### src/rtl/branch_pred_btb.sv
// Direct-mapped branch target buffer with 2-bit saturating counters and mispredict pulses.
// Optional branch/mispredict statistics counters are enabled by defining BP_STATS_EN.
module branch_pred_btb #(
  parameter int ENTRIES = 16,
  parameter int IDX_W   = $clog2(ENTRIES)
) (
  input  logic        clk,
  input  logic        rst,
  input  logic [31:0] i_fetch_pc,
  input  logic        i_fetch_valid,
  input  logic        i_fetch_hold,
  input  logic        i_ex_valid,
  input  logic        i_ex_is_branch,
  input  logic [31:0] i_ex_pc,
  input  logic        i_ex_taken,
  input  logic [31:0] i_ex_target,
  input  logic        i_ex_pred_taken,
  input  logic [31:0] i_ex_pred_pc,
  output logic        o_pred_jump,
  output logic [31:0] o_pred_pc,
  output logic        o_nt_pt,
  output logic        o_t_pnt
`ifdef BP_STATS_EN
  ,
  output logic [31:0] o_br_cnt,
  output logic [31:0] o_mispred_cnt
`endif
);

  localparam int TAG_W = 30 - IDX_W;

  typedef enum logic [0:0] {
    ST_RUN     = 1'b0,
    ST_RECOVER = 1'b1
  } state_t;

  state_t             state_r, state_s;
  logic               valid_r  [ENTRIES];
  logic [TAG_W-1:0]   tag_r    [ENTRIES];
  logic [31:0]        target_r [ENTRIES];
  logic [1:0]         ctr_r    [ENTRIES];

  logic [IDX_W-1:0]   fetch_idx_s, ex_idx_s;
  logic [TAG_W-1:0]   fetch_tag_s, ex_tag_s;
  logic               fetch_hit_s, ex_hit_s;
  logic               res_s, nt_pt_s, t_pnt_s, mispred_s, pred_allow_s;
  logic               unused_bits_s;

  assign fetch_idx_s   = i_fetch_pc[IDX_W+1:2];
  assign fetch_tag_s   = i_fetch_pc[31:IDX_W+2];
  assign ex_idx_s      = i_ex_pc[IDX_W+1:2];
  assign ex_tag_s      = i_ex_pc[31:IDX_W+2];
  assign unused_bits_s = ^{i_fetch_pc[1:0], i_ex_pc[1:0]};

  // Fetch-side lookup; sees table contents from before any same-cycle update.
  always_comb begin
    fetch_hit_s = valid_r[fetch_idx_s] && (tag_r[fetch_idx_s] == fetch_tag_s);
    if (fetch_hit_s) begin
      o_pred_pc = target_r[fetch_idx_s];
    end else begin
      o_pred_pc = 32'h0000_0000;
    end
    o_pred_jump = fetch_hit_s & ctr_r[fetch_idx_s][1] & i_fetch_valid & ~i_fetch_hold
                & pred_allow_s & ~o_nt_pt & ~o_t_pnt;
  end

  // Resolution classification from EX.
  always_comb begin
    res_s     = i_ex_valid & i_ex_is_branch;
    ex_hit_s  = valid_r[ex_idx_s] && (tag_r[ex_idx_s] == ex_tag_s);
    nt_pt_s   = res_s & i_ex_pred_taken & ~i_ex_taken;
    t_pnt_s   = res_s & i_ex_taken & (~i_ex_pred_taken | (i_ex_pred_pc != i_ex_target));
    mispred_s = nt_pt_s | t_pnt_s;
  end

  // Recovery FSM next state; prediction is blocked for the cycle after a mispredict.
  always_comb begin
    state_s      = state_r;
    pred_allow_s = 1'b0;
    case (state_r)
      ST_RUN: begin
        pred_allow_s = 1'b1;
        if (mispred_s) begin
          state_s = ST_RECOVER;
        end else begin
          state_s = ST_RUN;
        end
      end
      ST_RECOVER: begin
        pred_allow_s = 1'b0;
        if (mispred_s) begin
          state_s = ST_RECOVER;
        end else begin
          state_s = ST_RUN;
        end
      end
      default: begin
        state_s      = ST_RUN;
        pred_allow_s = 1'b0;
      end
    endcase
  end

  // FSM state and mispredict pulse registers.
  always_ff @(posedge clk or posedge rst) begin
    if (rst) begin
      state_r <= ST_RUN;
      o_nt_pt <= 1'b0;
      o_t_pnt <= 1'b0;
    end else begin
      state_r <= state_s;
      o_nt_pt <= nt_pt_s;
      o_t_pnt <= t_pnt_s;
    end
  end

  // Table update: train on hit, allocate only on taken miss.
  always_ff @(posedge clk or posedge rst) begin
    if (rst) begin
      for (int i = 0; i < ENTRIES; i++) begin
        valid_r[i]  <= 1'b0;
        tag_r[i]    <= '0;
        target_r[i] <= 32'h0000_0000;
        ctr_r[i]    <= 2'b01;
      end
    end else if (res_s) begin
      if (ex_hit_s) begin
        if (i_ex_taken) begin
          target_r[ex_idx_s] <= i_ex_target;
          if (ctr_r[ex_idx_s] != 2'b11) begin
            ctr_r[ex_idx_s] <= ctr_r[ex_idx_s] + 2'b01;
          end
        end else if (ctr_r[ex_idx_s] != 2'b00) begin
          ctr_r[ex_idx_s] <= ctr_r[ex_idx_s] - 2'b01;
        end
      end else if (i_ex_taken) begin
        valid_r[ex_idx_s]  <= 1'b1;
        tag_r[ex_idx_s]    <= ex_tag_s;
        target_r[ex_idx_s] <= i_ex_target;
        ctr_r[ex_idx_s]    <= 2'b10;
      end
    end
  end

`ifdef BP_STATS_EN
  // Saturating branch and mispredict statistics.
  always_ff @(posedge clk or posedge rst) begin
    if (rst) begin
      o_br_cnt      <= 32'h0000_0000;
      o_mispred_cnt <= 32'h0000_0000;
    end else begin
      if (res_s && (o_br_cnt != 32'hFFFF_FFFF)) begin
        o_br_cnt <= o_br_cnt + 32'h0000_0001;
      end
      if (mispred_s && (o_mispred_cnt != 32'hFFFF_FFFF)) begin
        o_mispred_cnt <= o_mispred_cnt + 32'h0000_0001;
      end
    end
  end
`endif

endmodule

### config.mk
export PLATFORM = sky130hd
export DESIGN_NAME = branch_pred_btb
export DESIGN_NICKNAME = d
export VERILOG_FILES = /design/src/rtl/branch_pred_btb.sv
export SDC_FILE = /design/constraint.sdc
export NUM_CORES = 2
export LEC_CHECK = 0
export CAP_MARGIN = 20
export CORE_ASPECT_RATIO = 0.6
export CORE_MARGIN = 3
export CORE_UTILIZATION = 25
export CTS_CLUSTER_DIAMETER = 60
export DETAILED_ROUTE_END_ITERATION = 10
export DONT_BUFFER_PORTS = 1
export PLACE_DENSITY = 0.47
export REMOVE_ABC_BUFFERS = 1
export SYNTH_ARGS = -nofsm -noshare
export SYNTH_HDL_FRONTEND = slang
export SYNTH_SLANG_ARGS = --single-unit
### constraint.sdc
create_clock -name clk -period 50.8 [get_ports clk]
set_input_delay 7.62 -clock clk [delete_from_list [all_inputs] [get_ports clk]]
set_output_delay 7.62 -clock clk [all_outputs]
set_load 0.01 [all_outputs]
==> out/results.txt <==
The total power per unit cell area is 36.9 nW/um2. The worst-margin pin slew works out to 1.18 ns. The routed wire length is 157 mm. In the final routed layout, each cell accounts on average for 26.8 um.

The first-pass GRT wire length is 227 mm, and the number of distinct library cells after synthesis is 72. The share of async-settable or async-resettable flops after synthesis is 1.00, and the final clock period utilization by the worst path is 0.377. The die is 579 um wide.

H-tree depth: 3. Ranked by total cell area, the synthesized netlist is headed by dfrtp_1, mux2_2, mux4_2, mux2i_1, nand2_1. The hold violation total from the final report was 0; the total of cells resized after clock tree synthesis was 0. After technology mapping, the gate count stands at 3305.

Cell chosen for the clock root: clkbuf_16. The first TritonRoute pass finished after 5 iterations. Counting the buffers created by CTS gives 113. The initial antenna violation count came out at 9.

By count the netlist is led by dfrtp_1, mux2_2, mux4_2, nand2_1, clkbuf_1. In this run the deepest clock path goes through 3 buffers. TritonCTS built the clock tree.

The number of sinks driven by the clock tree is 979, and the residual DRC count is 0. Clock-pin slew was measured on the worst setup and hold paths at 0.06 ns. The row count is 125, and the data arrival time at the worst-slack endpoint is 11.56 ns. dfrtp_1 takes more of the synthesized area than any other cell.

The biggest fanout along the worst timing path is 240. The share of Yosys cell area claimed by the top area cell type was 0.489; the maximum resistive drop on vdd was 0.0000275 V. The count of port buffers added during placement works out to 0.

Entering global routing, the biggest net connects 241 pins. The finished cells cover 55500 um2. For the final setup skew, the log shows 0.0569 ns. For this design the top-level I/O count stands at 171. Signed area change from the synthesized netlist to the final layout: 12.5%. The most frequent cell after synthesis is dfrtp_1. The worst path needs 19.18 ns of the cycle, external delays included. Yosys mapped a number of flops with a built-in enable equal to 0.

The post-CTS setup-driven buffer insertion count was 0. For the via count of the first global-routing pass, the log shows 29.9k. For the worst-case hold slack, the log shows 0.473 ns.

The clock latency at the later pin of the worst-skew pair came out at 0.75 ns. The type of the most critical hold path is reg -> reg. The tools report the number of pins with negative max-slew slack in the final report as 0. The portion of the post-synthesis area used by sequential elements came out at 0.497. For this run, the post-layout net count is 3287.

The initial standard-cell utilization of the core is 0.253. The number of max-capacitance violations reported is 0, and the number of fillers in the final layout is 19.6k. After global routing the overflow that remains totals 0. A synthesized cell averages 14.9 um2. For this block, the initial DRC count from the detailed router was 2304.

The logs give 0.154 for the global-route usage over all layers and 49300 um2 for the combined area of all synthesized cells. The floorplan step defined a die boundary enclosing 203000 um2. The design draws 2.05 mW. Once placement finished, the instance area stood at 51700 um2. The flow ran to the end, and the final reports show no timing, DRC or antenna violations. The hold buffer count at cts came out at 0. The tools report the tightest slew margin relative to the limit as 0.210. The tools report the number of antenna-violating nets in the routed design as 0. For this run, the number of Yosys warnings is 0.

For this run, the top clock speed supported by timing is 52.1 MHz. Setup repair after global routing left no endpoint under its margin. The routed layout has 28.9k vias. STA classifies the critical path endpoint as an output pin. Synthesis inferred 979 register bits.

Measured along the y axis, the die boundary spans 350 um. The number of failing setup endpoints in the final timing report came out at 0. The critical path in this run is classified as in -> out. The core region is 195000 um2. Kind of start point of the critical path: an input pin. For the worst setup path, the data required time is 43.18 ns.

The static leakage was 24.3 nW. The fraction of layout cells with a size suffix above 1 was 0.494. The run gives 0.738 as the final weighted congestion of routability-driven global placement. The tools report the total negative setup slack as 0 ns. Among all flip-flop cells after synthesis, the most frequent one is dfrtp_1.

The number of vias per cell was 4.94. The wire-length estimate of the detail-placed layout is 85.5 mm.
layer usage:
layer / wire length [um] / vias up / GRT usage / part of all wire
met2: 66800 / 671 / 0.224 / 0.43
met5: 13 / - / 0 / 0.000083
met1: 76800 / 15900 / 0.230 / 0.49
met3: 9190 / 200 / 0.0361 / 0.059
met4: 3770 / 2 / 0.0368 / 0.024
li1: - / 12100 / - / -
worst max-delay path, cell delays in order:
cell     delay (ns)
mux4_2         0.72
mux4_2         0.62
xnor2_1        0.35
nand4_1        0.46
nor4_1         0.39
nand4_1        0.14
buf_4          0.38
nor2b_1        0.47
sequential cells by signal, summed over array words and instances, names as in the netlist:
name and count:
o_nt_pt 1, o_t_pnt 1, state_r 1, target_r 512
tag_r 416, ctr_r 32, valid_r 16
cell type report:
cell class / instances / area, um2 / area share
diodes: 8 / 20.0 / 0.000361
clock buffers: 155 / 3190 / 0.0574
clock inverters: 52 / 567 / 0.0102
inverters: 6 / 30.0 / 0.000541
multi-input cells: 1992 / 23400 / 0.423
flip-flops and latches: 979 / 24500 / 0.442
well taps: 2603 / 3260 / 0.0587
repair buffers: 57 / 468 / 0.00843
path summary, 6_finish.rpt:
check                                end  cells past startpoint     startpoint  slack, ns
hold / removal              target_r[14]                      2   target_r[14]       0.47
setup reg to reg              tag_r[118]                     11     tag_r[144]      46.15
hold reg to reg             target_r[14]                      2   target_r[14]       0.47
setup / recovery           o_pred_pc[25]                      8  i_fetch_pc[2]      31.62
max in group asynchronous  target_r[140]                      5            rst      40.23
min in group asynchronous     tag_r[132]                      1            rst       6.82
power breakdown:
part	internal [mW]	leakage (nW)	switching [mW]
Sequential	0.883	12.9	0.0632
Clock	0.476	1.84	0.352
Combinational	0.172	9.52	0.100
Total	1.53	24.3	0.515
placed cells by master (no fill, tap or decap), drive strengths merged, types with 4 or more instances in the layout:
cell type	count
dfrtp	963
mux2	903
mux4	382
nand2	229
clkbuf	155
mux2i	92
buf	57
xnor2	47
nor2b	44
xor2	33
clkinv	29
nor2	28
a22oi	24
or2	21
a21oi	18
nand3	18
dfstp	16
nand2b	14
inv	14
nor4	12
nand4	12
o22ai	11
nor3	10
diode	8
a22o	8
clkinvlp	8
o21ai	8
and2	8
bufinv	7
and3	6
a211oi	5
o32a	5
a21o	4
o2bb2ai	4
a2111oi	4
through the flow:
stage,std cells,worst slack [ns],util
2_1_floorplan,2977,15.67,-
3_3_place_gp,5634,31.82,0.265
3_5_place_dp,5634,31.79,0.265
4_1_cts,5841,31.78,0.285
5_1_grt,5845,31.60,0.285
6_report,5852,31.62,0.285
kinds of logic (layout without fill, tap and decap cells):
kind of cell / count (synthesis) / after routing / share of synthesized area
multiplexers: 1377 / 1377 / 0.399
flip-flops: 979 / 979 / 0.497
AND/OR/NAND/NOR: 418 / 418 / 0.0408
buffers and inverters: 334 / 270 / 0.0308
AO/OA/AOI/OAI: 115 / 115 / 0.0171
XOR/XNOR: 80 / 80 / 0.0142
adder cells (fa/ha/maj): 2 / 2 / 0.000507
other: 0 / 8 / 0
Power figures use the tool's default switching activity.
